<file path="src/rtl/sa_axil_controller.sv">
// AXI4-Lite slave front-end for the systolic array: decodes each access to the scratchpad or the
// CSR bank (operand bases, dimensions, start/status) and tracks the matmul busy/done handshake.
module sa_axil_controller #(
  parameter int ADDR_W    = 32,
  parameter int DATA_W    = 32,
  parameter int SC_ADDR_W = 16,
  parameter int DIM_W     = 8
) (
  input  logic                 clk,
  input  logic                 rst,
  input  logic                 awvalid,
  input  logic [ADDR_W-1:0]    awaddr,
  output logic                 awready,
  input  logic                 wvalid,
  input  logic [DATA_W-1:0]    wdata,
  output logic                 wready,
  output logic                 bvalid,
  output logic [1:0]           bresp,
  input  logic                 bready,
  input  logic                 arvalid,
  input  logic [ADDR_W-1:0]    araddr,
  output logic                 arready,
  output logic                 rvalid,
  output logic [DATA_W-1:0]    rdata,
  output logic [1:0]           rresp,
  input  logic                 rready,
  output logic                 sc_req,
  output logic                 sc_we,
  output logic [SC_ADDR_W-1:0] sc_addr,
  output logic [DATA_W-1:0]    sc_wdata,
  input  logic [DATA_W-1:0]    sc_rdata,
  input  logic                 sc_ready,
  output logic                 start_matmul,
  output logic [ADDR_W-1:0]    input_addr,
  output logic [ADDR_W-1:0]    weight_addr,
  output logic [ADDR_W-1:0]    output_addr,
  output logic [DIM_W-1:0]     dim_m,
  output logic [DIM_W-1:0]     dim_k,
  output logic [DIM_W-1:0]     dim_n,
  input  logic                 matmul_finished
);

  typedef enum logic [2:0] {IDLE, SC_WR, SC_RD, BRESP, RRESP} state_t;

  localparam logic [1:0] OKAY   = 2'b00;
  localparam logic [1:0] SLVERR = 2'b10;
  localparam logic [3:0] CSR_INPUT  = 4'h0;
  localparam logic [3:0] CSR_WEIGHT = 4'h1;
  localparam logic [3:0] CSR_OUTPUT = 4'h2;
  localparam logic [3:0] CSR_DIMS   = 4'h3;
  localparam logic [3:0] CSR_CTRL   = 4'h4;
  localparam logic [3:0] CSR_STATUS = 4'h5;

  state_t              state_q, state_d;
  logic                aw_held_q, aw_held_d, w_held_q, w_held_d, ar_held_q, ar_held_d;
  logic [ADDR_W-1:0]   aw_addr_q, aw_addr_d, ar_addr_q, ar_addr_d;
  logic [DATA_W-1:0]   w_data_q, w_data_d;
  logic                last_wr_q, last_wr_d;
  logic                awready_q, awready_d, wready_q, wready_d, arready_q, arready_d;
  logic                bvalid_q, bvalid_d, rvalid_q, rvalid_d;
  logic [1:0]          bresp_q, bresp_d, rresp_q, rresp_d;
  logic [DATA_W-1:0]   rdata_q, rdata_d;
  logic                sc_req_q, sc_req_d, sc_we_q, sc_we_d;
  logic                start_q, start_d, busy_q, busy_d, done_q, done_d;
  logic [ADDR_W-1:0]   input_addr_q, input_addr_d, weight_addr_q, weight_addr_d;
  logic [ADDR_W-1:0]   output_addr_q, output_addr_d;
  logic [DIM_W-1:0]    dim_m_q, dim_m_d, dim_k_q, dim_k_d, dim_n_q, dim_n_d;

  logic       wr_go, rd_go, pick_wr, done_set, done_clr;
  logic [3:0] wr_off, rd_off;
  logic       unused_addr_bits;

  assign wr_off = aw_addr_q[3:0];
  assign rd_off = ar_addr_q[3:0];
  assign unused_addr_bits = ^{aw_addr_q[ADDR_W-2:SC_ADDR_W], ar_addr_q[ADDR_W-2:SC_ADDR_W]};

  always_comb begin
    state_d       = state_q;
    aw_held_d     = aw_held_q;
    aw_addr_d     = aw_addr_q;
    w_held_d      = w_held_q;
    w_data_d      = w_data_q;
    ar_held_d     = ar_held_q;
    ar_addr_d     = ar_addr_q;
    last_wr_d     = last_wr_q;
    bresp_d       = bresp_q;
    rresp_d       = rresp_q;
    rdata_d       = rdata_q;
    start_d       = 1'b0;
    busy_d        = busy_q;
    input_addr_d  = input_addr_q;
    weight_addr_d = weight_addr_q;
    output_addr_d = output_addr_q;
    dim_m_d       = dim_m_q;
    dim_k_d       = dim_k_q;
    dim_n_d       = dim_n_q;
    done_set      = 1'b0;
    done_clr      = 1'b0;
    wr_go         = aw_held_q && w_held_q;
    rd_go         = ar_held_q;
    // A write wins contention unless the previous service was itself a write.
    pick_wr       = wr_go && (!rd_go || !last_wr_q);

    if (awvalid && awready_q) begin
      aw_held_d = 1'b1;
      aw_addr_d = awaddr;
    end
    if (wvalid && wready_q) begin
      w_held_d = 1'b1;
      w_data_d = wdata;
    end
    if (arvalid && arready_q) begin
      ar_held_d = 1'b1;
      ar_addr_d = araddr;
    end
    if (matmul_finished && busy_q) begin
      busy_d   = 1'b0;
      done_set = 1'b1;
    end

    case (state_q)
      IDLE: begin
        if (pick_wr) begin
          last_wr_d = 1'b1;
          if (aw_addr_q[ADDR_W-1]) begin
            state_d = BRESP;
            bresp_d = SLVERR;
            case (wr_off)
              CSR_INPUT:  if (!busy_q) begin input_addr_d  = ADDR_W'(w_data_q); bresp_d = OKAY; end
              CSR_WEIGHT: if (!busy_q) begin weight_addr_d = ADDR_W'(w_data_q); bresp_d = OKAY; end
              CSR_OUTPUT: if (!busy_q) begin output_addr_d = ADDR_W'(w_data_q); bresp_d = OKAY; end
              CSR_DIMS: if (!busy_q) begin
                dim_m_d = w_data_q[DIM_W-1:0];
                dim_k_d = w_data_q[2*DIM_W-1:DIM_W];
                dim_n_d = w_data_q[3*DIM_W-1:2*DIM_W];
                bresp_d = OKAY;
              end
              CSR_CTRL: if (!busy_q) begin
                bresp_d = OKAY;
                if (w_data_q[0]) begin
                  start_d  = 1'b1;
                  busy_d   = 1'b1;
                  done_clr = 1'b1;
                end
              end
              default: ;
            endcase
          end else begin
            state_d = SC_WR;
          end
        end else if (rd_go) begin
          last_wr_d = 1'b0;
          if (ar_addr_q[ADDR_W-1]) begin
            state_d = RRESP;
            rresp_d = OKAY;
            rdata_d = '0;
            case (rd_off)
              CSR_INPUT:  rdata_d = DATA_W'(input_addr_q);
              CSR_WEIGHT: rdata_d = DATA_W'(weight_addr_q);
              CSR_OUTPUT: rdata_d = DATA_W'(output_addr_q);
              CSR_DIMS:   rdata_d = DATA_W'({dim_n_q, dim_k_q, dim_m_q});
              CSR_CTRL:   rdata_d = '0;
              CSR_STATUS: begin
                rdata_d  = DATA_W'({done_q, busy_q});
                done_clr = 1'b1;
              end
              default:    rresp_d = SLVERR;
            endcase
          end else begin
            state_d = SC_RD;
          end
        end
      end
      SC_WR: if (sc_ready) begin
        bresp_d = OKAY;
        state_d = BRESP;
      end
      SC_RD: if (sc_ready) begin
        rdata_d = sc_rdata;
        rresp_d = OKAY;
        state_d = RRESP;
      end
      BRESP: if (bready) begin
        aw_held_d = 1'b0;
        w_held_d  = 1'b0;
        state_d   = IDLE;
      end
      RRESP: if (rready) begin
        ar_held_d = 1'b0;
        state_d   = IDLE;
      end
      default: state_d = IDLE;
    endcase

    // A completion landing with a STATUS read keeps done set.
    done_d = done_set ? 1'b1 : (done_clr ? 1'b0 : done_q);

    awready_d = (state_d == IDLE) && !aw_held_d;
    wready_d  = (state_d == IDLE) && !w_held_d;
    arready_d = (state_d == IDLE) && !ar_held_d;
    bvalid_d  = (state_d == BRESP);
    rvalid_d  = (state_d == RRESP);
    sc_req_d  = (state_d == SC_WR) || (state_d == SC_RD);
    sc_we_d   = (state_d == SC_WR);
  end

  always_ff @(posedge clk or posedge rst) begin
    if (rst) begin
      state_q       <= IDLE;
      aw_held_q     <= 1'b0;
      aw_addr_q     <= '0;
      w_held_q      <= 1'b0;
      w_data_q      <= '0;
      ar_held_q     <= 1'b0;
      ar_addr_q     <= '0;
      last_wr_q     <= 1'b0;
      awready_q     <= 1'b0;
      wready_q      <= 1'b0;
      arready_q     <= 1'b0;
      bvalid_q      <= 1'b0;
      rvalid_q      <= 1'b0;
      bresp_q       <= OKAY;
      rresp_q       <= OKAY;
      rdata_q       <= '0;
      sc_req_q      <= 1'b0;
      sc_we_q       <= 1'b0;
      start_q       <= 1'b0;
      busy_q        <= 1'b0;
      done_q        <= 1'b0;
      input_addr_q  <= '0;
      weight_addr_q <= '0;
      output_addr_q <= '0;
      dim_m_q       <= '0;
      dim_k_q       <= '0;
      dim_n_q       <= '0;
    end else begin
      state_q       <= state_d;
      aw_held_q     <= aw_held_d;
      aw_addr_q     <= aw_addr_d;
      w_held_q      <= w_held_d;
      w_data_q      <= w_data_d;
      ar_held_q     <= ar_held_d;
      ar_addr_q     <= ar_addr_d;
      last_wr_q     <= last_wr_d;
      awready_q     <= awready_d;
      wready_q      <= wready_d;
      arready_q     <= arready_d;
      bvalid_q      <= bvalid_d;
      rvalid_q      <= rvalid_d;
      bresp_q       <= bresp_d;
      rresp_q       <= rresp_d;
      rdata_q       <= rdata_d;
      sc_req_q      <= sc_req_d;
      sc_we_q       <= sc_we_d;
      start_q       <= start_d;
      busy_q        <= busy_d;
      done_q        <= done_d;
      input_addr_q  <= input_addr_d;
      weight_addr_q <= weight_addr_d;
      output_addr_q <= output_addr_d;
      dim_m_q       <= dim_m_d;
      dim_k_q       <= dim_k_d;
      dim_n_q       <= dim_n_d;
    end
  end

  assign awready      = awready_q;
  assign wready       = wready_q;
  assign arready      = arready_q;
  assign bvalid       = bvalid_q;
  assign bresp        = bresp_q;
  assign rvalid       = rvalid_q;
  assign rdata        = rdata_q;
  assign rresp        = rresp_q;
  assign sc_req       = sc_req_q;
  assign sc_we        = sc_we_q;
  assign sc_addr      = sc_we_q ? aw_addr_q[SC_ADDR_W-1:0] : ar_addr_q[SC_ADDR_W-1:0];
  assign sc_wdata     = w_data_q;
  assign start_matmul = start_q;
  assign input_addr   = input_addr_q;
  assign weight_addr  = weight_addr_q;
  assign output_addr  = output_addr_q;
  assign dim_m        = dim_m_q;
  assign dim_k        = dim_k_q;
  assign dim_n        = dim_n_q;

endmodule

</file>
<file path="config.mk">
export PLATFORM = sky130hd
export DESIGN_NAME = sa_axil_controller
export DESIGN_NICKNAME = d
export VERILOG_FILES = /design/src/rtl/sa_axil_controller.sv
export SDC_FILE = /design/constraint.sdc
export NUM_CORES = 1
export LEC_CHECK = 0
export ABC_AREA = 0
export ABC_CLOCK_PERIOD_IN_PS = 11500
export CAP_MARGIN = 15
export CORE_MARGIN = 10
export CORE_UTILIZATION = 44
export DETAILED_ROUTE_END_ITERATION = 6
export PLACE_DENSITY = 0.77
export SYNTH_ARGS = -nofsm -noshare
export SYNTH_HDL_FRONTEND = slang
export SYNTH_SLANG_ARGS = --single-unit
</file>
<file path="constraint.sdc">
create_clock -name clk -period 11.5 [get_ports clk]
set_input_delay 2.3 -clock clk [delete_from_list [all_inputs] [get_ports clk]]
set_output_delay 2.3 -clock clk [all_outputs]
set_load 0.02 [all_outputs]
</file>
==> reports/summary.log <==
INFO  status         status=finished clean
INFO  drt            viasPerCell=5.308
INFO  die            die-area=0.03072sqmm
INFO  yosys          synthMostInstantiatedCell=dfrtp_1
INFO  pwr            clockPowerShare=18.0%
INFO  cells_and_area nFillCells=1845
INFO  global_route   antenna_violations_before_repair=1
INFO  cells_and_area multi_input_area=0.004293sqmm
INFO  drt            route.antenna.remaining_nets=0
INFO  placed_design  portBuffers=316
INFO  die            floorplan.initialDensity=44.92%
INFO  clock_tree     cts_max_path_buffers=3
INFO  cells_and_area final_net_count=1158
INFO  sta            period_minus_slack=4697ps
INFO  drt            route.final.wire_length=32270um
INFO  yosys          synth_warnings=0
INFO  hold_path      hold_path_class=flop to flop
INFO  drt            route.detailed.drc=0
INFO  sta            timing.slew.headroom=27.33%
INFO  die            core-area=0.02361sqmm
INFO  yosys          synth_async_sr_flop_share=100.0%
INFO  placed_design  dp_slack=6913ps
INFO  global_route   grt.total_usage=20.71%
INFO  worst_setup_path crit_type=flop to output pin
INFO  sta            setup_viol=0
INFO  cells_and_area drive_gt1_share=26.80%
INFO  yosys          synth_cells=713
INFO  yosys          yosys_register_bits=237
INFO  global_route   grt.overflow.total=0
INFO  clock_tree     numCtsBuffers=27
INFO  clock_tree     clock_insertion_delay_worst_skew=530ps
INFO  placed_design  detailed_place_hpwl=22350um
INFO  placed_design  routability_driven_placement_congestion_ratio=0.8362
INFO  cells_and_area fin_area=0.01479sqmm
INFO  pwr            leakage=6.420nW
INFO  clock_tree     ctsRootBufferMaster=clkbuf_16
INFO  yosys          yosys-top-cells-count=237 x dfrtp_1, 107 x mux2_2, 80 x mux2_4
INFO  placed_design  detailed_place.area=0.01391sqmm
INFO  sta            whs=498.8ps
INFO  clock_tree     htree_num_levels=1
INFO  sta            maxSlewViolCount=0
INFO  worst_setup_path critPathCaptureType=output pin
INFO  clock_tree     post_cts_resize_count=0
INFO  yosys          yosys.area.top_type_share=55.92%
INFO  drt            wire_per_inst=23.71um
INFO  worst_setup_path critPathMaxStageDelay=850ps
INFO  worst_setup_path critical_path.cell_chain=mux2_2 > clkdlybuf4s50_1
INFO  worst_setup_path cpMaxStageDelayCell=dfrtp_1
INFO  sta            setup_repair_after_global_routing_missed_its_margin=no
INFO  cells_and_area syn2layout_area_growth=39.45%
INFO  global_route   grt_pass1_wl=50240um
INFO  die            die_x=175.3um
INFO  worst_setup_path crit_path_max_fanout=18
INFO  pwr            power.combinational.fraction=47.8%
INFO  sta            timing_worst_slew_pin_value=1090ps
INFO  pwr            power.net_switching=0.001781W
INFO  pwr            post-layout-total-power=0.004642W
INFO  worst_setup_path timing.critical_path.from_type=flop
INFO  global_route   number_of_global_route_vias_before_repair=8005
INFO  pwr            power.switching_fraction=38.38%
INFO  pwr            cell_internal_pwr=0.002860W
INFO  clock_tree     cts_tree=built
INFO  yosys          syn-mean-instance-area=14.88squm
INFO  sta            timing_hold_violations_final=0
INFO  die            fp.dieH=175.3um
INFO  worst_setup_path worstPathArrival=2400ps
INFO  pwr            powerDensity=313.8mW/mm^2
INFO  die            io_pins=349
INFO  clock_tree     cts.clk_slew.worst_paths=60ps
INFO  pwr            power_frac_seq=34.1%
INFO  sta            post_layout_worst_setup_margin=6803ps
INFO  clock_tree     cts.repair_timing.setup_buffer_count=0
INFO  die            fp-row-count=56
INFO  sta            skew=8.084ps
INFO  cells_and_area regArea=0.005933sqmm
INFO  yosys          synth.distinct_cells=51
INFO  yosys          yosys.area.top_type=dfrtp_1
INFO  yosys          top_ff_cell_synth=dfrtp_1
INFO  drt            drt_first_pass_iters=4
INFO  yosys          synth_seq_area_share=55.92%
INFO  drt            via_count=7224
INFO  global_route   grt_max_degree=128
INFO  clock_tree     cts_hold_buffers=0
INFO  worst_setup_path timing.critical_path.required=9200ps
INFO  sta            fin_tns_setup=0ps
INFO  clock_tree     tritoncts_num_sinks=237
INFO  yosys          synth_edf_count=0
INFO  drt            drt-initial-drc-count=428
INFO  sta            max_freq=212.9MHz
INFO  run            max_cap_violations=0
INFO  pwr            ir_worst_vdd=0.1652mV
INFO  sta            layout_worst_path_cycle_share=40.84%
INFO  yosys          synth.top_cells.by_area=dfrtp_1 56%, mux2_2 11%, mux2_4 11%
INFO  yosys          syn_area=0.01061sqmm
==> state kept, by name, summed over array words and instances (netlist names), 3 cells and up <==
signal	count
input_addr	32
dim_m	8
ar_addr_q	17
state_q	3
aw_addr_q	17
dim_n	8
weight_addr	32
sc_wdata	32
dim_k	8
rdata	32
output_addr	32
==> layout make-up <==
type / count / area share [%]
Sequential cell: 237 / 40.12
Timing Repair Buffer: 327 / 21.97
Clock inverter: 7 / 0.3215
Multi-Input combinational cell: 421 / 29.02
Inverter: 7 / 0.2284
Clock buffer: 42 / 5.626
Tap cell: 319 / 2.699
Antenna cell: 1 / 0.01692
==> kinds of logic after synthesis <==
group / Yosys count / share of synthesized area [%]
mux: 236 / 30.07
other cells: 1 / 0.03536
xor+xnor: 1 / 0.08259
flops: 237 / 55.92
compound gates: 100 / 6.205
buf+inv: 56 / 3.810
simple gates: 82 / 3.881
==> routing by layer <==
layer	up-vias	share of wire, %	GRT usage [%]
li1	3227	-	-
met1	3690	41	25.26
met2	257	49	34.79
met3	50	8.2	6.562
met4	0	2.5	5.510
met5	-	0	0
==> metrics by stage <==
stage          util, %  instances
6_report         62.64       1361
5_1_grt          62.64       1361
4_1_cts          62.63       1360
3_5_place_dp     58.90       1311
3_3_place_gp     58.85       1310
2_1_floorplan        -        714
==> cells in the final DEF, fill, tap and decap left out, drive strengths merged, types with 3 or more instances in the layout <==
cell type      instances
mux2                 201
a21boi                 4
buf                   11
nand3                  3
dfrtp                237
o21ai                 14
clkinv                 4
nand3b                 3
nand4                  3
a22oi                 30
a21oi                 35
clkdlybuf4s50        316
nand2                 19
mux4                  22
inv                    9
mux2i                 13
nor2                  36
nor4                   4
clkbuf                42
nor3                   5
==> final timing paths <==
check,from,endpoint,slack (ps),depth (start not counted)
setup / recovery,sc_we,sc_addr[0],6800,2
hold / removal,ar_addr_q[5],ar_addr_q[5],500,1
setup reg to reg,state_q[0],weight_addr[30],8640,6
hold reg to reg,ar_addr_q[5],ar_addr_q[5],500,1
max in group asynchronous,rst,ar_addr_q[1],7550,3
min in group asynchronous,rst,sc_wdata[1],2360,2
==> power by group through the flow <==
| stage | Sequential, W | Combinational [W] | Clock [W] |
|---|---|---|---|
| global placement | 0.00157 | 0.00221 | 0 |
| global route | 0.00165 | 0.00236 | 0.000890 |
| finish | 0.00158 | 0.00222 | 0.000837 |
| detailed placement | 0.00159 | 0.00224 | 0 |
| floorplan | 0.00185 | 0.000918 | 0 |
| CTS | 0.00158 | 0.00225 | 0.000854 |
==> worst max-delay path, delay by kind of cell, from the launching register on <==
| kind | cells | cell delay [ps] |
|---|---|---|
| flops | 1 | 850 |
| mux | 1 | 440 |
| buf+inv | 1 | 570 |
Note: power is estimated with default switching activity, not from simulation.
